[src/rtl/uart_io_ctrl.sv]
// Shares one UART between two byte-stream requesters (round-robin TX) and buffers RX bytes.
// Optional UART_IO_ECHO_EN: every received byte is echoed back out, ahead of both requesters.
module uart_io_ctrl #(
  parameter int FRAME_CYCLES = 12,
  parameter int CNT_W        = 4
) (
  input  logic       clk,
  input  logic       reset,
  input  logic       req0_valid,
  input  logic [7:0] req0_data,
  output logic       req0_ready,
  input  logic       req1_valid,
  input  logic [7:0] req1_data,
  output logic       req1_ready,
  output logic [7:0] uart_data_tx,
  output logic       uart_start,
  input  logic [7:0] uart_data_rx,
  input  logic       uart_receive_done,
  output logic       rx_valid,
  output logic [7:0] rx_data,
  input  logic       rx_ready,
  output logic       rx_overrun,
  input  logic       overrun_clr,
  output logic       tx_busy
);

  // state | meaning
  // IDLE  | arbitrating; readies may assert
  // SEND  | byte held on uart_data_tx for FRAME_CYCLES cycles
  typedef enum logic {IDLE, SEND} state_t;

  localparam logic [CNT_W-1:0] CNT_LOAD = CNT_W'(FRAME_CYCLES - 1);

  state_t           state;
  logic [CNT_W-1:0] cnt;
  logic             last_grant;
  logic             rcv_d;
  logic             new_byte;
  logic             arb_open;
  logic             grant0;
  logic             grant1;

`ifdef UART_IO_ECHO_EN
  logic       echo_pending;
  logic [7:0] echo_data;
  assign arb_open = (state == IDLE) && !echo_pending;
`else
  assign arb_open = (state == IDLE);
`endif

  // last_grant==1 means req1 was served last, so req0 wins a tie
  assign grant0     = arb_open & req0_valid & (~req1_valid | last_grant);
  assign grant1     = arb_open & req1_valid & (~req0_valid | ~last_grant);
  assign req0_ready = grant0;
  assign req1_ready = grant1;
  assign tx_busy    = (state == SEND);
  assign new_byte   = uart_receive_done & ~rcv_d;

  always_ff @(posedge clk) begin
    if (!reset) begin
      state        <= IDLE;
      cnt          <= '0;
      uart_data_tx <= 8'h00;
      uart_start   <= 1'b0;
      last_grant   <= 1'b1;
    end else begin
      case (state)
        IDLE: begin
`ifdef UART_IO_ECHO_EN
          if (echo_pending) begin
            uart_data_tx <= echo_data;
            uart_start   <= 1'b1;
            cnt          <= CNT_LOAD;
            state        <= SEND;
          end else
`endif
          if (grant0) begin
            uart_data_tx <= req0_data;
            uart_start   <= 1'b1;
            last_grant   <= 1'b0;
            cnt          <= CNT_LOAD;
            state        <= SEND;
          end else if (grant1) begin
            uart_data_tx <= req1_data;
            uart_start   <= 1'b1;
            last_grant   <= 1'b1;
            cnt          <= CNT_LOAD;
            state        <= SEND;
          end
        end
        SEND: begin
          uart_start <= 1'b0;
          if (cnt == '0) state <= IDLE;
          else           cnt   <= cnt - 1'b1;
        end
        default: state <= IDLE;
      endcase
    end
  end

  always_ff @(posedge clk) begin
    if (!reset) begin
      rcv_d      <= 1'b0;
      rx_valid   <= 1'b0;
      rx_data    <= 8'h00;
      rx_overrun <= 1'b0;
    end else begin
      rcv_d <= uart_receive_done;
      if (new_byte) begin
        rx_data  <= uart_data_rx;
        rx_valid <= 1'b1;
      end else if (rx_valid && rx_ready) begin
        rx_valid <= 1'b0;
      end
      // a fresh overwrite beats a simultaneous clear
      if (new_byte && rx_valid && !rx_ready) rx_overrun <= 1'b1;
      else if (overrun_clr)                  rx_overrun <= 1'b0;
    end
  end

`ifdef UART_IO_ECHO_EN
  always_ff @(posedge clk) begin
    if (!reset) begin
      echo_pending <= 1'b0;
      echo_data    <= 8'h00;
    end else begin
      if (state == IDLE && echo_pending) echo_pending <= 1'b0;
      if (new_byte) begin
        echo_pending <= 1'b1;
        echo_data    <= uart_data_rx;
      end
    end
  end
`endif

endmodule

[config.mk]
export PLATFORM = sky130hd
export DESIGN_NAME = uart_io_ctrl
export DESIGN_NICKNAME = d
export VERILOG_FILES = /design/src/rtl/uart_io_ctrl.sv
export SDC_FILE = /design/constraint.sdc
export NUM_CORES = 1
export LEC_CHECK = 0
export CAP_MARGIN = 20
export CORE_MARGIN = 1.5
export CORE_UTILIZATION = 40
export CTS_CLUSTER_DIAMETER = 50
export DETAILED_ROUTE_END_ITERATION = 12
export PLACE_DENSITY = 0.78
export SYNTH_ARGS = -nofsm -noshare
export SYNTH_HDL_FRONTEND = slang
export SYNTH_SLANG_ARGS = --single-unit
[constraint.sdc]
create_clock -name clk -period 1.6 [get_ports clk]
set_input_delay 0.48 -clock clk [delete_from_list [all_inputs] [get_ports clk]]
set_output_delay 0.48 -clock clk [all_outputs]
set_load 0.1 [all_outputs]
==> flow_metrics.tcl <==
set metrics [dict create \
    status "finished with violations" \
    failed_checks "negative setup slack" \
    clock-sinks 26 \
    hp-class "flip-flop to flip-flop" \
    clock.fmax_mhz 590 \
    cp.arrival_ns 1.22 \
    routed-wl-met2_um 1580 \
    slew_headroom_pct 72.4 \
    ant_nets 0 \
    synth.avg_cell_area_um2 8.79 \
    ff2ff_path_depth 5 \
    rows 19 \
    r2r_end "cnt[0]" \
    synth_simple_gate_area_share_pct 15.6 \
    n_antenna_cell 0 \
    via_count 1178 \
    hpwl_um 2360 \
    synth_top_family_by_area "compound AO/OA/AOI/OAI gates" \
    nFillCells 203 \
    min_from "rx_data[2]" \
    place_area_um2 1950 \
    setup_viol_count_final 2 \
    synth_cell_types 26 \
    die_y_um 56.2 \
    drt_wl_total_um 3170 \
    antenna_found_initial 0 \
    setup_tns_ns -0.119 \
    clk_path_buf_depth 2 \
    synth.cell_area_um2 1130 \
    drt-pass1-iter-count 4 \
    setup_slack_ns -0.0956 \
    p_leak_nw 0.813 \
    clk_transition_reported_paths_ns 0.14 \
    cts-root-buf "clkbuf_4" \
    drt_iter0_markers 24 \
    p_total_mw 1.96 \
    synth_common_cells "26 x dfxtp_1, 16 x nand2_1, 13 x a211oi_1, 13 x inv_1, 10 x a21oi_1" \
    tritoncts "yes" \
    dieArea_um2 3160 \
    viasPerCell 5.28 \
    synth_most_common_cell "dfxtp_1" \
    wl_per_cell_um 14.2 \
    synth_compound_area_share_pct 27.0 \
    min_delay_path_depth 2 \
    grt_max_degree 16 \
    yosys_most_used_dff "dfxtp_1" \
    core-area_um2 2710 \
    synth_top_cell_area_share_pct 45.9 \
    h-tree-depth 1 \
    ys_ff_latch 26 \
    ys_warn_count 0 \
    syn-instance-count 129 \
    async_flop_share_pct 0 \
    design_area_um2 2030 \
    grt-ovfl-total 0 \
    tightest_slew_ns 0.404 \
    fin_cells 223 \
    place.gp.congestion 0.771 \
    hold_viol 0 \
    worstSetupEndpointType "output port" \
    io_buffers 52 \
    yosysTopAreaCell "dfxtp_1" \
    maxCapViolCount 0 \
    r2r_start "cnt[0]" \
    rsz0062_at_grt "yes" \
    synthXorXnorAreaFrac_pct 0 \
    finalCritPeriodShare_pct 106 \
    path_max_fanout 5 \
    netlist_top_cells_area "dfxtp_1 46%, a211oi_1 8.6%, a2111oi_0 6.2%" \
    initial_core_util_pct 41.8 \
    finClkSkew_ns 0.0121 \
    rrSetupSlack_ns 0.09 \
    drt-met1-wl_um 1310 \
    area_growth_pct 79.1 \
    clk_latency_ns 0.33 \
    whs_ns 0.506 \
    drive_above_1_share_pct 28.1 \
    syn_nets 161 \
    dr.max_layer_used "met4" \
    drc 0 \
    grt_pass1_wl_um 5530 \
    yosysSeqAreaShare_pct 45.9 \
    slew_viol_final 0 \
    cp-start-kind "flip-flop" \
    cts_buffers 3 \
    fin_nets 225 \
    ios 53 \
    holdPathEnd "rx_data[2]" \
    powerDensity_nw_per_um2 964 \
    grt_pass1_vias 1243 \
    synth_edf_count 0 \
    cp.required_ns 1.12 \
    wl_met3_um 245 \
    die_w_um 56.2 \
    synth.area.mux_share_pct 0 \
    finalCriticalPeriod_ns 1.70 \
    timing_worst_setup_path_type "flip-flop to output port" \
    grt_usage_pct 22.0 \
    vdd_drop_max_v 0.000833 \
    synth-adder-area-share_pct 1.10 \
    dp_cells 214 \
]
[what timing repair did]
action,4_1_cts,5_1_grt
setup endpoints to repair,4,3
buffers inserted,4,1
pin swaps,1,1
gates resized for setup,9,2
hold buffers,0,0
[logic make-up after synthesis]
group           count (synthesis)
compound gates                 45
flops                          26
buf+inv                        24
fa+ha+maj                       1
simple gates                   33
[cells in the final DEF (no fill, tap or decap), types with 3 or more instances in the layout]
master           synthesis  final
a2111oi_0                8      8
a211oi_1                13     12
a21oi_1                 10     10
buf_12                   0     22
buf_4                    0     16
clkbuf_4                 0      3
clkdlybuf4s50_1          0     28
dfxtp_1                 26     24
inv_1                   13     12
nand2_1                 16     16
nor2b_1                  3      3
nor3_1                   4      4
o21ai_0                  9      9
[final cells by class]
type                       instances  area, um^2  area share (%)
tap                               31        38.8            1.91
sequential                        26         526            25.9
clock buffer                       4        36.3            1.79
inverter                          14        52.6            2.59
multi-input combinational         79         515            25.4
timing repair buffer              69         862            42.5
[state kept, by name (all words and copies together) (netlist names)]
| register | count |
|---|---|
| tx_busy | 1 |
| rcv_d | 1 |
| last_grant | 1 |
| cnt | 4 |
| uart_start | 1 |
| rx_data | 8 |
| uart_data_tx | 8 |
| rx_valid | 1 |
| rx_overrun | 1 |
[stage by stage]
stage / worst slack, ns / utilization [%]
after floorplan: -0.365 / -
final: -0.0956 / 74.9
after CTS: -0.113 / 74.9
after global routing: -0.136 / 74.9
after global placement: -0.379 / 72.1
after detailed placement: -0.427 / 72.1
[power by group]
| part | switching (mW) | leakage, nW | internal, mW |
|---|---|---|---|
| Clock | 0.193 | 0.0210 | 0.139 |
| Sequential | 0.0652 | 0.216 | 0.708 |
| Combinational | 0.500 | 0.576 | 0.352 |
[worst max-delay path: stages, from the launching register on]
cell and delay [ns]:
dfxtp_4 0.40, a211oi_4 0.28, buf_12 0.21
[worst max-delay path by stage]
| stage | start | end | slack (ns) | depth (start not counted) |
|---|---|---|---|---|
| 2_1_floorplan | tx_busy | req1_ready | -0.36 | 2 |
| 3_3_place_gp | req0_valid | req1_ready | -0.38 | 3 |
| 3_5_place_dp | req0_valid | req1_ready | -0.43 | 3 |
| 4_1_cts | last_grant | req1_ready | -0.11 | 2 |
| 5_1_grt | tx_busy | req1_ready | -0.14 | 2 |
| 6_report | tx_busy | req1_ready | -0.1 | 2 |
[per-layer routing]
layer | global-route usage [%] | up-vias
li1 | - | 585
met1 | 22.4 | 536
met2 | 42.2 | 53
met3 | 6.05 | 4
met4 | 7.82 | 0
met5 | 0 | -
No activity file was read; power rests on OpenSTA's default activity.
